<file path="config.mk">
export PLATFORM = sky130hd
export DESIGN_NAME = uart_rx_fifo
export DESIGN_NICKNAME = d
export VERILOG_FILES = /design/src/rtl/uart_rx_fifo.sv
export SDC_FILE = /design/constraint.sdc
export NUM_CORES = 1
export LEC_CHECK = 0
export CAP_MARGIN = 10
export CORE_UTILIZATION = 35
export CTS_CLUSTER_DIAMETER = 50
export DETAILED_ROUTE_END_ITERATION = 6
export HOLD_SLACK_MARGIN = 0.08
export SETUP_SLACK_MARGIN = 0.4
export SYNTH_ARGS = -nofsm -noshare
export SYNTH_HDL_FRONTEND = slang
export SYNTH_SLANG_ARGS = --single-unit
</file>
<file path="constraint.sdc">
create_clock -name clk_50_clk -period 3.65 [get_ports clk_50_clk]
set_clock_uncertainty 0.2 [all_clocks]
set_input_delay 0.365 -clock clk_50_clk [delete_from_list [all_inputs] [get_ports clk_50_clk]]
set_output_delay 0.365 -clock clk_50_clk [all_outputs]
set_load 0.03 [all_outputs]
</file>
<file path="src/rtl/uart_rx_fifo.sv">
// uart_rx_fifo -- 16x-oversampled UART receiver feeding a first-word-fall-through
// byte FIFO.
//
// Optional feature: define UART_RX_PARITY_EN for 8E1 framing with an
// even-parity check. When it is left undefined the frame is 8N1 and
// parity_err is tied low.
//
// Ports
//   clk_50_clk   in   fabric clock; every register is on its rising edge
//   reset_reset  in   synchronous, active-high reset
//   rx_in        in   asynchronous serial line, idles high
//   rx_data      out  head-of-FIFO byte; 0 while the FIFO is empty
//   rx_valid     out  FIFO non-empty
//   rx_ready     in   consumer accept; rx_valid & rx_ready pops one byte
//   fifo_count   out  bytes held, 0..FIFO_DEPTH
//   frame_err    out  1-cycle pulse: stop bit sampled low
//   overrun      out  1-cycle pulse: byte dropped because the FIFO was full
//   parity_err   out  1-cycle pulse: parity mismatch (8E1 build only)
module uart_rx_fifo #(
  parameter int CLK_HZ     = 50000000,
  parameter int BAUD       = 115200,
  parameter int FIFO_DEPTH = 16
) (
  input  logic                          clk_50_clk,
  input  logic                          reset_reset,
  input  logic                          rx_in,
  output logic [7:0]                    rx_data,
  output logic                          rx_valid,
  input  logic                          rx_ready,
  output logic [$clog2(FIFO_DEPTH):0]   fifo_count,
  output logic                          frame_err,
  output logic                          overrun,
  output logic                          parity_err
);

  localparam int DIV = CLK_HZ / (16 * BAUD);
  localparam int DW  = (DIV > 1) ? $clog2(DIV) : 1;
  localparam int AW  = $clog2(FIFO_DEPTH);

`ifdef UART_RX_PARITY_EN
  typedef enum logic [2:0] {IDLE, START, DATA, PARITY, STOP, WAIT_HIGH} state_t;
`else
  typedef enum logic [2:0] {IDLE, START, DATA, STOP, WAIT_HIGH} state_t;
`endif

  state_t          state, state_n;
  logic            s1, s2, s_prev;   // synchronizer plus one flop for edge detect
  logic [DW-1:0]   div_cnt;
  logic [3:0]      tick_cnt;         // ticks within the current bit
  logic [2:0]      bit_cnt;
  logic [7:0]      shreg;
  logic            tick, samp;
  logic            push_req, fe_raw, pe_raw;
`ifdef UART_RX_PARITY_EN
  logic            par_bad;
`endif

  // FIFO
  logic [7:0]      mem [FIFO_DEPTH];
  logic [AW-1:0]   wr_ptr, rd_ptr;
  logic            full, pop, push_ok;

  assign tick = (div_cnt == DW'(DIV - 1));
  // Start bit is checked half a bit in; every later bit is 16 ticks further on.
  assign samp = tick && (tick_cnt == ((state == START) ? 4'd7 : 4'd15));

  always_comb begin
    state_n  = state;
    push_req = 1'b0;
    fe_raw   = 1'b0;
    pe_raw   = 1'b0;
    case (state)
      IDLE:      if (s_prev && !s2) state_n = START;
      START:     if (samp) state_n = s2 ? IDLE : DATA;
`ifdef UART_RX_PARITY_EN
      DATA:      if (samp && bit_cnt == 3'd7) state_n = PARITY;
      PARITY: begin
        if (samp) begin
          pe_raw  = (s2 != ^shreg);
          state_n = STOP;
        end
      end
`else
      DATA:      if (samp && bit_cnt == 3'd7) state_n = STOP;
`endif
      STOP: begin
        if (samp) begin
          if (s2) begin
`ifdef UART_RX_PARITY_EN
            push_req = !par_bad;
`else
            push_req = 1'b1;
`endif
            state_n  = IDLE;
          end else begin
            fe_raw  = 1'b1;
            state_n = WAIT_HIGH;
          end
        end
      end
      WAIT_HIGH: if (s2) state_n = IDLE;
      default:   state_n = IDLE;
    endcase
  end

  always_ff @(posedge clk_50_clk) begin
    if (reset_reset) begin
      s1       <= 1'b1;
      s2       <= 1'b1;
      s_prev   <= 1'b1;
      state    <= IDLE;
      div_cnt  <= '0;
      tick_cnt <= '0;
      bit_cnt  <= '0;
      shreg    <= '0;
`ifdef UART_RX_PARITY_EN
      par_bad  <= 1'b0;
`endif
    end else begin
      s1     <= rx_in;
      s2     <= s1;
      s_prev <= s2;
      state  <= state_n;
      if (state == IDLE) begin
        // Holding counters at 0 here aligns bit timing to the detected edge.
        div_cnt  <= '0;
        tick_cnt <= '0;
        bit_cnt  <= '0;
`ifdef UART_RX_PARITY_EN
        par_bad  <= 1'b0;
`endif
      end else begin
        div_cnt <= tick ? '0 : div_cnt + 1'b1;
        if (tick) tick_cnt <= (state == START && samp) ? 4'd0 : tick_cnt + 4'd1;
        if (state == DATA && samp) begin
          shreg   <= {s2, shreg[7:1]};
          bit_cnt <= bit_cnt + 3'd1;
        end
`ifdef UART_RX_PARITY_EN
        if (state == PARITY && samp) par_bad <= pe_raw;
`endif
      end
    end
  end

  // Flags are gated so nothing pulses in a reset cycle.
  assign frame_err = fe_raw & ~reset_reset;
`ifdef UART_RX_PARITY_EN
  assign parity_err = pe_raw & ~reset_reset;
`else
  assign parity_err = 1'b0;
`endif

  assign full     = (fifo_count == (AW+1)'(FIFO_DEPTH));
  assign rx_valid = (fifo_count != '0);
  assign pop      = rx_valid & rx_ready;
  // A pop in the same cycle frees the slot, so a full FIFO still accepts.
  assign push_ok  = push_req & ~reset_reset & (~full | pop);
  assign overrun  = push_req & ~reset_reset & full & ~pop;
  assign rx_data  = rx_valid ? mem[rd_ptr] : 8'h00;

  always_ff @(posedge clk_50_clk) begin
    if (push_ok) mem[wr_ptr] <= shreg;
  end

  always_ff @(posedge clk_50_clk) begin
    if (reset_reset) begin
      wr_ptr     <= '0;
      rd_ptr     <= '0;
      fifo_count <= '0;
    end else begin
      if (push_ok) wr_ptr <= wr_ptr + 1'b1;
      if (pop)     rd_ptr <= rd_ptr + 1'b1;
      case ({push_ok, pop})
        2'b10:   fifo_count <= fifo_count + 1'b1;
        2'b01:   fifo_count <= fifo_count - 1'b1;
        default: fifo_count <= fifo_count;
      endcase
    end
  end

endmodule

</file>
==> run metrics <==
cell row count 51; CTS sink cnt 171; relative slew slack roughly half; Crit Path Class reg -> out; first-pass GRT wire length 20.6 mm; leak pwr 2.68 nW; post-layout min period 3.14 ns; Post-Syn Instances 417; fin crit share 86.0%; delay of the slowest critical-path stage 0.58 ns; n_diodes 0; design area 8060 um^2; R2R setup slack about 0.66 ns; Crit-path slowest cell mux4_2; DP Area 7490 um^2; Layout area overhead 16.4%; DR vias/cell 4.79; hold buffers post-CTS 0; largest net degree at the start of global routing 33; Vias around 3500; Main synth FF type edfxtp_1; Worst-Margin Slew 0.775 ns; Clock Pin Slew Worst Setup and Hold Paths roughly 0.07 ns; Mapped Area between 6000 and 7000 um^2; share of cells above drive strength 1 21.7%; Worst Path Max Fanout 18; Placer Congestion around 0.77; Worst Path Required between 3 and 4 ns; run status completed; post-synth cell types 45; Pint between 3 and 4 mW; chip width approximately 140 um; Mapped Nets approximately 440; initial antenna violation count 0; pins over their slew limit 0; H-tree Lvls 4; Clock Latency Late Sink 0.43 ns; height of the die roughly 140 um; Synthesis Warnings 0; Yosys reg bits ~170; most frequent CP cell mux4_2; Num CTS Buffers 17; Setup crit start kind register; Sw Share between 30% and 40%; Die Area 20300 um^2; sequential cell area fraction in the yosys report ~68%; power per cell area 645 nW/um^2; RSZ-0062 raised after global routing no; nets@finish 475; Max VDD drop 0.649 mV; Critical Path AT 2.57 ns; Reg power frac approximately 42%; post-route ant nets 0; Port Buf Inserts 19; synthesized area per cell around 17 um^2; number of synthesized flops with an enable pin roughly 130; Comb power frac 25.8%; number of global-route vias before repair 3650; Final setup viols 0; DRC 0; fill count 1779; HP Class reg -> reg; wire per inst 17.6 um; worst slack, placed slightly above 0.5 ns; total grt overflow 0; DRT Pass-1 Iters 4; Setup TNS 0 ns; clock share of power 32.6%; critical-path cell list buf_8 -> mux4_2 -> mux4_2 -> nor2b_1 -> dlygate4sd2_1; clock tree buffer depth 2; Detailed Route Iter0 Violations approximately 250; Net Sw Power 1.58 mW; Top Ports 21; f_max 319 MHz; Final WS setup 0.512 ns; GRT Util Overall 14.2%; Root Driver clkbuf_16; Hold Fails Final Rpt 0; Core ar. 19400 um^2; CTS tree built; WL final 13.0 mm; ys async rst share 0%; Final HPWL DP 8.42 mm; Initial Utilization 35.7%; Max Cap Violations 0; critical path capture point type primary output
## stage by stage
step                util (%)  hold WS (ns)  total power [mW]  instances
floorplan                  -         0.189              3.16        417
global placement        38.6         0.199              3.59        703
detailed placement      38.6         0.206              3.60        703
CTS                     41.5         0.227              5.25        735
global route            41.5         0.240              5.43        735
finish                  41.5         0.219              5.20        735
## cells by family after synthesis
family	share of synthesized area (%)
mux	15.3
xor+xnor	1.90
simple gates	8.60
fa+ha+maj	2.64
other cells	0.0542
compound gates	1.36
flops	68.0
buf+inv	2.13
## worst max-delay path, delay by kind of cell (launching register included)
kind,cells,cell delay (ns)
mux,2,1.05
buf+inv,2,0.59
flops,1,0.37
simple gates,1,0.14
## layer usage
layer / wire length, um / GRT usage, % / vias up
met5: 0 / 0 / -
met4: 117 / 4.24 / 0
met3: 381 / 3.55 / 12
met2: 6400 / 23.1 / 49
met1: 6050 / 18.7 / 1780
li1: - / - / 1679
## power groups by stage
stage	sequential (mW)	clock, mW	combinational [mW]
finish	2.16	1.70	1.34
global route	2.16	1.80	1.46
CTS	2.16	1.73	1.36
detailed placement	2.20	0	1.40
global placement	2.19	0	1.39
floorplan	2.23	0	0.935
## path summary, 6_finish.rpt
path | start | cells past startpoint | end
setup / recovery | register | 5 | rx_data[3]
setup reg to reg | fifo_count[0]$_SDFFE_PP0P_ | 9 | fifo_count[4]$_SDFFE_PP0P_
hold / removal | s1$_SDFF_PP1_ | 1 | s2$_SDFF_PP1_
hold reg to reg | s1$_SDFF_PP1_ | 1 | s2$_SDFF_PP1_
## state kept, by name (all words and copies together) (netlist names), 3 cells and up, named ones only
register,cells
div_cnt,5
state,3
tick_cnt,4
mem,128
wr_ptr,4
rd_ptr,4
fifo_count,5
shreg,8
bit_cnt,3
## cells in the final DEF (no fill, tap or decap), types with 2 or more instances in the layout
master           instances
dlygate4sd2_1            8
a21oi_1                  9
ha_1                    13
xnor2_1                  7
nand3_1                  5
nand3b_1                 2
clkbuf_16               17
clkdlybuf4s50_1         11
mux2i_1                 15
xor2_1                   8
nand4_1                  3
nor2_1                  51
or2_2                    5
inv_8                    3
nand2b_1                 4
buf_4                   18
mux4_2                  40
nand2_1                 11
clkinv_4                 2
nor4_1                   3
dfxtp_1                 42
inv_1                   11
nor3_1                   9
buf_8                    2
inv_6                    7
edfxtp_1               128
nor2b_1                 10
## layout make-up
| class | count | area (um^2) | area share [%] |
|---|---|---|---|
| clock buffers | 17 | 425 | 5.28 |
| clock inverters | 15 | 129 | 1.60 |
| inverters | 11 | 41.3 | 0.513 |
| multi-input cells | 217 | 2080 | 25.8 |
| flip-flops and latches | 171 | 4710 | 58.4 |
| well taps | 265 | 332 | 4.12 |
| repair buffers | 39 | 345 | 4.29 |
## synthesized netlist by cell type, drive strengths merged (4+ instances only)
master	count	area, um^2
edfxtp	128	3840
nor2	51	191
dfxtp	43	861
mux4	40	901
mux2i	15	150
ha	13	163
buf	12	83.8
inv	11	41.3
nand2	11	41.3
nor2b	10	62.6
nor3	10	50.1
a21oi	9	45.0
xor2	8	70.1
xnor2	7	61.3
clkbuf	6	22.5
or2	6	37.5
nand3	5	25.0
nand2b	4	25.0
nor4	4	31.3
## what timing repair did
| item | CTS | global route |
|---|---|---|
| endpoints found under the setup margin | 8 | 2 |
| resized for setup | 11 | 2 |
| pin swaps | 0 | 0 |
| buffers inserted | 0 | 0 |
Note: power is estimated with default switching activity, not from simulation.
